`src/rtl/operand_loader.sv`:
```
// Assembles a 15-byte frame (9 image, 5 weight, 1 bias) into one MAC operand set; out_valid the cycle after the last byte.
// in_ready drops while the set is presented, so no frame overlaps; `WEIGHT_REUSE_EN adds reuse_w for 9-byte image-only frames.
module operand_loader (
  input  logic        clk,
  input  logic        rst,
  input  logic [7:0]  in_data,
  input  logic        in_valid,
  output logic        in_ready,
  input  logic        flush,
  output logic [71:0] image_out,
  output logic [35:0] weight_out,
  output logic [4:0]  exp_bias_out,
  output logic        out_valid,
  input  logic        out_ready
`ifdef WEIGHT_REUSE_EN
  ,
  input  logic        reuse_w
`endif
);

  typedef enum logic [1:0] {LOAD_IMG, LOAD_WGT, LOAD_BIAS, PRESENT} state_e;

  state_e      state_q, state_d;
  logic [3:0]  cnt_q, cnt_d;
  logic [71:0] image_q, image_d;
  logic [35:0] weight_q, weight_d;
  logic [4:0]  bias_q, bias_d;
  logic        accept;
  logic        skip_wgt;

  // A flushed cycle never accepts its byte.
  assign accept = in_valid && in_ready && !flush;

`ifdef WEIGHT_REUSE_EN
  logic reuse_q, reuse_d;

  always_comb begin
    reuse_d = reuse_q;
    if (accept && state_q == LOAD_IMG && cnt_q == 4'd0) reuse_d = reuse_w;
  end

  always_ff @(posedge clk) begin
    if (rst) reuse_q <= 1'b0;
    else     reuse_q <= reuse_d;
  end

  assign skip_wgt = reuse_q;
`else
  assign skip_wgt = 1'b0;
`endif

  always_ff @(posedge clk) begin
    if (rst) state_q <= LOAD_IMG;
    else     state_q <= state_d;
  end

  always_comb begin
    state_d = state_q;
    case (state_q)
      LOAD_IMG: begin
        if (accept && cnt_q == 4'd8) state_d = skip_wgt ? PRESENT : LOAD_WGT;
      end
      LOAD_WGT: begin
        if (flush)                         state_d = LOAD_IMG;
        else if (accept && cnt_q == 4'd13) state_d = LOAD_BIAS;
      end
      LOAD_BIAS: begin
        if (flush)       state_d = LOAD_IMG;
        else if (accept) state_d = PRESENT;
      end
      PRESENT: begin
        if (out_ready) state_d = LOAD_IMG;
      end
      default: state_d = LOAD_IMG;
    endcase
  end

  always_comb begin
    in_ready  = (state_q != PRESENT);
    out_valid = (state_q == PRESENT);
  end

  always_comb begin
    cnt_d = cnt_q;
    if (flush && state_q != PRESENT)      cnt_d = 4'd0;
    else if (accept)                      cnt_d = (state_d == PRESENT) ? 4'd0 : cnt_q + 4'd1;
    else if (state_q == PRESENT && out_ready) cnt_d = 4'd0;
  end

  // Each field is written only on the cycle its byte is accepted.
  always_comb begin
    image_d  = image_q;
    weight_d = weight_q;
    bias_d   = bias_q;
    if (accept && state_q == LOAD_IMG) begin
      for (int k = 0; k < 9; k++) begin
        if (cnt_q == 4'(k)) image_d[8*k +: 8] = in_data;
      end
    end
    if (accept && state_q == LOAD_WGT) begin
      for (int j = 0; j < 4; j++) begin
        if (cnt_q == 4'(9 + j)) weight_d[8*j +: 8] = in_data;
      end
      if (cnt_q == 4'd13) weight_d[35:32] = in_data[3:0];
    end
    if (accept && state_q == LOAD_BIAS) bias_d = in_data[4:0];
  end

  always_ff @(posedge clk) begin
    if (rst) begin
      cnt_q    <= 4'd0;
      image_q  <= '0;
      weight_q <= '0;
      bias_q   <= '0;
    end else begin
      cnt_q    <= cnt_d;
      image_q  <= image_d;
      weight_q <= weight_d;
      bias_q   <= bias_d;
    end
  end

  assign image_out    = image_q;
  assign weight_out   = weight_q;
  assign exp_bias_out = bias_q;

endmodule
```
`config.mk`:
```
export PLATFORM = sky130hd
export DESIGN_NAME = operand_loader
export DESIGN_NICKNAME = d
export VERILOG_FILES = /design/src/rtl/operand_loader.sv
export SDC_FILE = /design/constraint.sdc
export NUM_CORES = 1
export LEC_CHECK = 0
export ABC_AREA = 1
export BUFFER_PORTS_ARGS = -buffer_cell sky130_fd_sc_hd__clkbuf_2
export CAP_MARGIN = 20
export CORE_MARGIN = 8
export CORE_UTILIZATION = 52
export DETAILED_ROUTE_END_ITERATION = 7
export PLACE_DENSITY_LB_ADDON = 0.25
export SYNTH_ARGS = -nofsm -noshare
export SYNTH_HDL_FRONTEND = slang
export SYNTH_SLANG_ARGS = --single-unit
```
`constraint.sdc`:
```
create_clock -name clk -period 1.89 [get_ports clk]
set_input_delay 0.378 -clock clk [delete_from_list [all_inputs] [get_ports clk]]
set_output_delay 0.378 -clock clk [all_outputs]
set_load 0.01 [all_outputs]
```
==> summary.txt <==
Global route
  • Vias in the first global route: 4,381
  • Global-route wire length before repair: 22,100 um
  • Largest net degree at the start of global routing: 39
  • Total global-route track usage: 21.9%
  • Antenna violations before repair: 0
  • Gr ovfl total: 0

Routing
  • Routed vias: ~4,500
  • Highest metal layer with signal wires: met4
  • Met3 wire length: roughly 1000 um
  • Antenna viol nets, final: 0
  • DRC Markers: 0
  • DR WL/cell: approximately 16 um
  • Wire length on met1: 5880 um
  • Met2 wire length: roughly 6600 um
  • Number of vias per cell: roughly 5.4
  • Drt pass-1 iters: 4
  • 1st-iter DRT viols: around 230
  • Total wire length: 13,700 um

Job
  • Max Cap Violations: 0

CTS
  • H-Tree Depth: 4
  • Total CTS buffers: 17
  • CTS clk-pin slew, worst paths: about 0.050 ns
  • CTS tree: yes
  • TritonCTS Sinks: approximately 120
  • Clock Root Buffer: clkbuf_8
  • Skew-Pair Late Insertion Delay: slightly above 0.5 ns
  • Deepest clock path buffer count: 2

Critical path
  • FF-to-FF End: image_out[0]
  • R2R setup slack: between 0.2 and 0.3 ns
  • Setup crit end kind: primary output
  • Reg2Reg Depth: 6
  • CP Launch Type: flop
  • Max FO, Critical Path: 6
  • Critical path class: flop to primary output
  • Critical Path AT: ~1.4 ns
  • R2r startpoint: cnt_q[0]
  • CP Data Required Time: 1.51 ns

Timing
  • Setup-failing EPs final: 0
  • Clock period minus worst slack: 1.75 ns
  • Worst slew margin: approximately 67%
  • Setup TNS: 0 ns
  • Final number of hold-violating endpoints: 0
  • Slew @ Worst Pin: a little under 0.5 ns
  • Max Freq: about 570 MHz
  • Slew Limit Fails: 0
  • Final worst path period share: between 90% and 100%
  • Final Skew: 0.0115 ns
  • RSZ-0062 raised after global routing: false

Floorplan
  • Chip Height: around 110 um
  • Top Ports: 128
  • Die area: between 10,000 and 15,000 sq um
  • FP Rows: 34
  • Starting Density: 53.4%
  • Die Width: approximately 110 um
  • Core Area: a little under 9000 sq um

Place
  • Final GP Congestion: ~0.9
  • Hpwl dp: roughly 9300 um
  • Placed cell count: 806
  • # port buffers: between 100 and 150
  • Placed Instance Area: 5390 sq um

Power and ir drop
  • Clock power share: 51.2%
  • Pleak: around 0.0027 uW
  • Switch share: a little over a fifth
  • Maximum VDD drop: 0.489 mV
  • Sw power: 1210 uW
  • Internal Power: around 4500 uW
  • Reg power frac: between 40% and 50%
  • Logic pwr share: ~4%
  • PwrDens: between 900 and 1000 nW/um^2
  • Final total power: between 5000 and 6000 uW

Layout
  • Synth-to-Final Area Change: 27.2%
  • Finished Cell Area: roughly 5900 sq um
  • Total of fill cells in the finished design: 714
  • Final Net Count: approximately 730
  • Sequential cell area: 2380 sq um
  • Util after Layout: between 60% and 70%
  • Fraction of layout cells with a size suffix above 1: approximately a quarter
  • Multi-input gate area: around 2000 sq um
  • Antenna Cells: 0
  • Finished Layout Cells: approximately 830

Logic synthesis
  • Yosys top cell by area: dfxtp_1
  • Post-Syn Area: ~4700 sq um
  • Syn. warnings: 0
  • Post-synthesis sequential area ratio: slightly above 50%
  • Register bit total from synthesis: 119
  • Synth unique cells: 26
  • Fraction of registers with async set/reset: 0%
  • Predominant post-synthesis flop cell: dfxtp_1
  • Mean post-synth cell area: 7.87 sq um
  • Number of synthesized flops with an enable pin: 0
  • Area contributors post-synth: dfxtp_1 (51%), nor2_1 (8.4%), o21ai_0 (8.0%)
  • Most frequent cells after synthesis: dfxtp_1 (119), nor2_1 (104), o21ai_0 (74), nor3_1 (64), nand2_1 (62)
  • Count leader, synth: dfxtp_1
  • Post-synth top area share: 51.2%
  • Mapped Nets: about 610
  • Post-Synthesis Cells: between 500 and 600

Worst hold path
  • Endpoint, Worst Hold: state_q[1]
  • Hold/Removal Path Class: input port to flop
  • HP Start: out_ready
  • Hold Path Stages: 4

Status
  • Run status: finished clean
==> cell type report <==
| class | count | share of cell area [%] |
|---|---|---|
| repair buffers | 138 | 12.5 |
| flip-flops and latches | 119 | 40.2 |
| multi-input cells | 414 | 34.2 |
| clock inverters | 4 | 0.760 |
| clock buffers | 24 | 8.28 |
| well taps | 108 | 2.28 |
| inverters | 27 | 1.75 |
==> critical path, stage by stage, from the launching register on <==
cell	delay (ns)
dfxtp_1	0.37
nand2_1	0.18
inv_1	0.16
clkbuf_2	0.15
==> power groups by stage <==
stage / sequential, uW / combinational (uW) / clock (uW)
after CTS: 2540 / 225 / 2940
final: 2540 / 228 / 2900
after global placement: 2590 / 218 / 0
after floorplan: 2590 / 121 / 0
after global routing: 2540 / 246 / 3040
after detailed placement: 2590 / 223 / 0
==> per-layer routing <==
layer	up-vias	GRT usage, %
met4	0	8.29
met1	2081	26.7
met3	17	6.60
li1	2230	-
met5	-	0
met2	186	35.3
==> per-stage QoR <==
| stage | hold slack [ns] | worst slack (ns) |
|---|---|---|
| CTS | 0.242 | 0.154 |
| floorplan | 0.486 | 0.499 |
| finish | 0.261 | 0.137 |
| global placement | 0.452 | 0.315 |
| detailed placement | 0.453 | 0.229 |
| global route | 0.275 | 0.0311 |
==> flip-flops by register name, indices dropped and copies added (netlist names) <==
register	count
image_out	72
exp_bias_out	5
weight_out	36
cnt_q	4
state_q	2
==> worst max-delay path by stage <==
stage / from / slack [ns] / cells after the start / to
after floorplan: cnt_q[0] / 0.50 / 7 / image_out[55]
after global placement: cnt_q[1] / 0.31 / 5 / image_out[28]
after detailed placement: cnt_q[0] / 0.23 / 6 / image_out[4]
after CTS: state_q[1] / 0.15 / 3 / out_valid
after global routing: cnt_q[0] / 0.03 / 6 / image_out[69]
final: state_q[1] / 0.14 / 3 / out_valid
==> cells in the final DEF (no fill, tap or decap), drive strengths merged, types with 9 or more instances in the layout <==
master,instances
nand3,31
inv,27
nand2,68
nor2,119
o21ai,77
buf,11
a21oi,39
nand4,9
dfxtp,119
nor3,64
clkbuf,151
==> logic make-up (layout without fill, tap and decap cells) <==
family	after synthesis	in the layout	share of synthesized area, %
compound gates	117	117	12.6
buf+inv	59	193	5.45
simple gates	292	292	29.5
flops	119	119	51.2
xor+xnor	1	1	0.188
fa+ha+maj	4	4	1.07
==> timing repair <==
action / in CTS / in global routing
hold buffers: 0 / 0
setup buffers: 0 / 0
gates resized for setup: 0 / 1
setup endpoints to repair: 0 / 2
(Power assumes the default switching activity.)
